$ cat config.mk
export PLATFORM = sky130hd
export DESIGN_NAME = apb_master
export DESIGN_NICKNAME = d
export VERILOG_FILES = /design/src/rtl/apb_master.sv
export SDC_FILE = /design/constraint.sdc
export NUM_CORES = 1
export LEC_CHECK = 0
export ABC_CLOCK_PERIOD_IN_PS = 2800
export BUFFER_PORTS_ARGS = -buffer_cell sky130_fd_sc_hd__buf_4
export CAP_MARGIN = 10
export CORE_UTILIZATION = 30
export CTS_CLUSTER_DIAMETER = 40
export CTS_CLUSTER_SIZE = 28
export DETAILED_ROUTE_END_ITERATION = 10
export PLACE_DENSITY = 0.55
export SKIP_LAST_GASP = 1
export SLEW_MARGIN = 30
export SYNTH_ARGS = -nofsm -noshare
export SYNTH_HDL_FRONTEND = slang
export SYNTH_SLANG_ARGS = --single-unit
$ cat constraint.sdc
create_clock -name i_clk -period 2.8 [get_ports i_clk]
set_input_delay 0.56 -clock i_clk [delete_from_list [all_inputs] [get_ports i_clk]]
set_output_delay 0.56 -clock i_clk [all_outputs]
set_load 0.03 [all_outputs]
$ cat src/rtl/apb_master.sv
`default_nettype none
// ============================================================================
// Module   : apb_master
// Brief    : Single-outstanding command/response to APB master bridge with
//            optional PREADY timeout.
// Revision : 1.0
// ============================================================================
module apb_master #(
    parameter int ADDR_WIDTH     = 32,
    parameter int DATA_WIDTH     = 32,
    parameter int TIMEOUT_CYCLES = 16
) (
    input  logic                  i_clk,
    input  logic                  i_reset,
    input  logic                  i_cmd_valid,
    output logic                  o_cmd_ready,
    input  logic                  i_cmd_write,
    input  logic [ADDR_WIDTH-1:0] i_cmd_addr,
    input  logic [DATA_WIDTH-1:0] i_cmd_wdata,
    output logic                  o_rsp_valid,
    input  logic                  i_rsp_ready,
    output logic [DATA_WIDTH-1:0] o_rsp_rdata,
    output logic                  o_rsp_err,
    output logic                  o_rsp_timeout,
    output logic [ADDR_WIDTH-1:0] PADDR,
    output logic                  PWRITE,
    output logic [DATA_WIDTH-1:0] PWDATA,
    output logic                  PSELx,
    output logic                  PENABLE,
    input  logic [DATA_WIDTH-1:0] PRDATA,
    input  logic                  PREADY,
    input  logic                  PSLVERR
);

    // A zero timeout still needs a one-bit counter to keep the widths legal.
    localparam int            C_CW  = (TIMEOUT_CYCLES > 0) ? $clog2(TIMEOUT_CYCLES + 1) : 1;
    localparam logic [C_CW-1:0] C_TMO = C_CW'(TIMEOUT_CYCLES);
    localparam logic [C_CW-1:0] C_MAX = {C_CW{1'b1}};

    typedef enum logic [1:0] {
        ST_IDLE   = 2'd0,
        ST_SETUP  = 2'd1,
        ST_ACCESS = 2'd2
    } state_t;

    state_t                r_state;
    logic [C_CW-1:0]       r_wait_cnt;
    logic [ADDR_WIDTH-1:0] r_paddr;
    logic                  r_pwrite;
    logic [DATA_WIDTH-1:0] r_pwdata;
    logic                  r_psel;
    logic                  r_penable;
    logic                  r_rsp_valid;
    logic [DATA_WIDTH-1:0] r_rsp_rdata;
    logic                  r_rsp_err;
    logic                  r_rsp_timeout;

    logic w_cmd_ready;
    logic w_timeout;

    assign w_cmd_ready = (r_state == ST_IDLE) && !r_rsp_valid;
    assign w_timeout   = (TIMEOUT_CYCLES > 0) && (r_wait_cnt == C_TMO);

    always_ff @(posedge i_clk) begin
        if (i_reset) begin
            r_state       <= ST_IDLE;
            r_wait_cnt    <= '0;
            r_paddr       <= '0;
            r_pwrite      <= 1'b0;
            r_pwdata      <= '0;
            r_psel        <= 1'b0;
            r_penable     <= 1'b0;
            r_rsp_valid   <= 1'b0;
            r_rsp_rdata   <= '0;
            r_rsp_err     <= 1'b0;
            r_rsp_timeout <= 1'b0;
        end else begin
            // Consumption only happens in IDLE, so it never collides with the
            // response being raised from ACCESS below.
            if (r_rsp_valid && i_rsp_ready) begin
                r_rsp_valid <= 1'b0;
            end
            case (r_state)
                ST_IDLE: begin
                    if (w_cmd_ready && i_cmd_valid) begin
                        r_paddr    <= i_cmd_addr;
                        r_pwrite   <= i_cmd_write;
                        r_pwdata   <= i_cmd_wdata;
                        r_psel     <= 1'b1;
                        r_penable  <= 1'b0;
                        r_wait_cnt <= '0;
                        r_state    <= ST_SETUP;
                    end
                end
                ST_SETUP: begin
                    r_penable <= 1'b1;
                    r_state   <= ST_ACCESS;
                end
                ST_ACCESS: begin
                    if (PREADY) begin
                        r_psel        <= 1'b0;
                        r_penable     <= 1'b0;
                        r_rsp_valid   <= 1'b1;
                        r_rsp_err     <= PSLVERR;
                        r_rsp_timeout <= 1'b0;
                        r_rsp_rdata   <= r_pwrite ? '0 : PRDATA;
                        r_state       <= ST_IDLE;
                    end else if (w_timeout) begin
                        r_psel        <= 1'b0;
                        r_penable     <= 1'b0;
                        r_rsp_valid   <= 1'b1;
                        r_rsp_err     <= 1'b1;
                        r_rsp_timeout <= 1'b1;
                        r_rsp_rdata   <= '0;
                        r_state       <= ST_IDLE;
                    end else if (r_wait_cnt != C_MAX) begin
                        r_wait_cnt <= r_wait_cnt + 1'b1;
                    end
                end
                default: begin
                    r_psel    <= 1'b0;
                    r_penable <= 1'b0;
                    r_state   <= ST_IDLE;
                end
            endcase
        end
    end

    assign o_cmd_ready   = w_cmd_ready;
    assign o_rsp_valid   = r_rsp_valid;
    assign o_rsp_rdata   = r_rsp_rdata;
    assign o_rsp_err     = r_rsp_err;
    assign o_rsp_timeout = r_rsp_timeout;
    assign PADDR         = r_paddr;
    assign PWRITE        = r_pwrite;
    assign PWDATA        = r_pwdata;
    assign PSELx         = r_psel;
    assign PENABLE       = r_penable;

endmodule
`default_nettype wire

==> flow_summary.yaml <==
run_status:
  status: "completed"
clock_network:
  ctsHoldBuffers: 0
  cts_made_buffers: 9
  root_buffer: "clkbuf_16"
  clkTransAtPathRegs_ns: 0.07
  cts-resized-gates: 0
  cts.path.max_buffers: 2
  cts_tree: "built"
  htreeDepth: 3
  clkSinkCount: 108
  clock_latency_ns: 0.35
  cts_setup_buffers: 0
worst_setup_path:
  arrival_ns: 1.29
  rr_worst_depth: 6
  slowest_delay_ns: 0.40
  timing.rr.end: "r_wait_cnt[1]$_SDFFE_PP0P_"
  crit_chain: "nor3_1, buf_4"
  crit_family: "flip-flops"
  critPathKind: "reg2out"
  cp.depth: 2
  worstSetupStartpointType: "flip-flop"
  crit_slowest_cell: "dfxtp_1"
  startpoint: "r_state[1]$_SDFFE_PP0P_"
  cp_num_buf_inv: 1
  cp.required_ns: 2.24
  crit_end: "o_cmd_ready"
  r2r_slack_ns: 0.99
  timing.rr.start: "r_wait_cnt[1]$_SDFFE_PP0P_"
  end_kind: "primary output"
  path_max_fanout: 8
cells_and_area:
  area_growth_pct: 49.6
  diodes: 0
  drive_above_1_share_pct: 34.2
  nNetsFinal: 774
floorplanning:
  ios: 206
  core_area_mm2: 0.0128
  die_area_mm2: 0.0137
  start_util_pct: 31.1
  die_y_um: 117
  rows: 41
  die_x_um: 117
timing:
  slew_headroom_pct: 56.9
  tns_ns: 0
  fmax_mhz: 539
  hold_violations: 0
  setup_viol: 0
  hold_slack_ns: 0.427
  rsz0062_at_grt: "false"
  fin_crit_sh_pct: 66.2
  worst_slew_pin_slew_ns: 0.642
  fin_crit_ns: 1.85
  fin_skew_ns: 0.00420
  slew_viol_final: 0
global_routing:
  use_met1_pct: 19.9
  grt_max_degree: 68
  grt.total_usage_pct: 16.3
  grtUsageMet2_pct: 25.3
  met3_usage_pct: 7.83
  grt_pass1_vias: 3427
  antenna_found_initial: 0
  overflow: 0
  grt_pass1_wl_mm: 17.1
  top_usage_layer: "met2"
logic_synthesis:
  yosysTopAreaCell: "dfxtp_1"
  synthesis.area_mm2: 0.00397
  synth.distinct_cells: 25
  synth.avg_cell_area_um2: 8.24
  ys_seq_area_share_pct: 54.4
  netlist.area_leader.share_pct: 54.4
  yosysWarnings: 0
  synthesis.instances: 482
  synth_seq_cells: 108
  synthTopCellsByArea: "dfxtp_1, nand2_1, a21oi_1"
  syn-num-nets: 588
power_and_ir_drop:
  ir_drop_v: 0.000372
  leakage_uw: 0.00261
  powerDensity_mw_per_mm2: 588
detailed_routing:
  drt_pass1_iterations: 4
  finalWirelength_mm: 11.2
  num_vias: 3827
  wl_per_cell_um: 13.3
  drtAntennaViolNets: 0
  drc: 0
  via_per_inst: 4.55
  initialDrtViolationCount: 223
placement:
  gp_congestion: 0.769
  io_buffers: 205
  dp_hpwl_mm: 7.93
worst_hold_path:
  hold_path_class: "in2reg"
run:
  cap_viol_max_count: 0
through the flow:
| step | util (%) | cell area [um^2] | setup WS, ns | instances | total power [uW] |
|---|---|---|---|---|---|
| after CTS | 46.5 | 5940 | 0.912 | 842 | 3560 |
| after global routing | 46.5 | 5940 | 0.836 | 842 | 3670 |
| final | 46.5 | 5940 | 0.945 | 842 | 3500 |
| after floorplan | - | 3970 | 0.766 | 482 | 2020 |
| after global placement | 44.3 | 5660 | 1.02 | 829 | 2300 |
| after detailed placement | 44.3 | 5660 | 0.992 | 829 | 2310 |
synthesized netlist by cell type:
| master | n |
|---|---|
| nand2_1 | 134 |
| dfxtp_1 | 108 |
| a21oi_1 | 67 |
| nand2b_1 | 35 |
| o21ai_1 | 34 |
| nand3_1 | 33 |
| clkbuf_1 | 20 |
| buf_2 | 9 |
| nor2_1 | 8 |
| buf_4 | 7 |
| inv_1 | 4 |
| nor3_1 | 4 |
| ha_1 | 3 |
| a211oi_1 | 2 |
| a22o_1 | 2 |
| nor2b_1 | 2 |
| nor4b_2 | 2 |
| a311oi_1 | 1 |
| and3_1 | 1 |
| mux2_1 | 1 |
| nand3b_1 | 1 |
| nand4bb_1 | 1 |
| nor4bb_1 | 1 |
| o22ai_1 | 1 |
| or3_1 | 1 |
logic make-up after synthesis:
family,after synthesis,synth area share (%)
compound gates,107,13.9
fa+ha+maj,3,0.945
simple gates,223,25.7
mux,1,0.283
flops,108,54.4
buf+inv,40,4.72
flip-flops by register name, indices dropped and copies added, names as in the netlist:
register,flops
r_wait_cnt,5
o_rsp_rdata,32
o_rsp_err,1
r_state,2
PWRITE,1
PSELx,1
o_rsp_valid,1
PADDR,32
o_rsp_timeout,1
PWDATA,32
power breakdown:
| group | internal (uW) | switching [uW] | total (uW) |
|---|---|---|---|
| Clock | 700 | 532 | 1230 |
| Combinational | 257 | 352 | 609 |
| Sequential | 1610 | 43.5 | 1650 |
| Total | 2570 | 927 | 3500 |
layout by cell type (no fill, tap or decap):
cell type and instances:
nand2b_1 35, nand3b_1 1, nor2b_1 2, and3_1 1
a211oi_1 2, clkbuf_16 9, ha_1 3, mux2_1 1
buf_4 208, inv_1 4, o21ai_1 34, nand3_1 33
nand2_1 133, or3_1 1, a22o_1 2, buf_12 3
nor2_1 8, nor3_1 3, dfxtp_1 108, clkbuf_8 1
nor4b_4 1, bufinv_16 1, clkinv_2 2, a311oi_1 1
nor4b_2 1, o22ai_1 1, nor3_2 1, nor4bb_1 1
nand2_2 1, a21oi_4 1, a21oi_1 66, nand4bb_1 1
worst min path at each step:
stage	endpoint	start	slack, ns	cells after the start
floorplan	r_wait_cnt[3]$_SDFFE_PP0P_	r_wait_cnt[3]$_SDFFE_PP0P_	0.47	2
global placement	PWDATA[10]$_SDFFE_PP0P_	PWDATA[10]$_SDFFE_PP0P_	0.44	2
detailed placement	PWDATA[18]$_SDFFE_PP0P_	PWDATA[18]$_SDFFE_PP0P_	0.45	2
CTS	o_rsp_timeout$_SDFFE_PP0P_	PREADY	0.41	2
global route	o_rsp_timeout$_SDFFE_PP0P_	PREADY	0.40	2
finish	o_rsp_timeout$_SDFFE_PP0P_	PREADY	0.43	2
layout make-up:
class / count / area (um^2)
Fill cell: 1267 / 6830
Sequential cell: 108 / 2160
Multi-Input combinational cell: 334 / 1650
Timing Repair Buffer: 211 / 1620
Clock buffer: 10 / 239
Tap cell: 172 / 215
Clock inverter: 3 / 40.0
Inverter: 4 / 15.0
per-layer routing:
layer	part of all wire, %	routed length, um
met3	11	1180
met2	46	5110
met4	0.88	99
met5	0	0
met1	43	4820
Power figures use the tool's default switching activity.
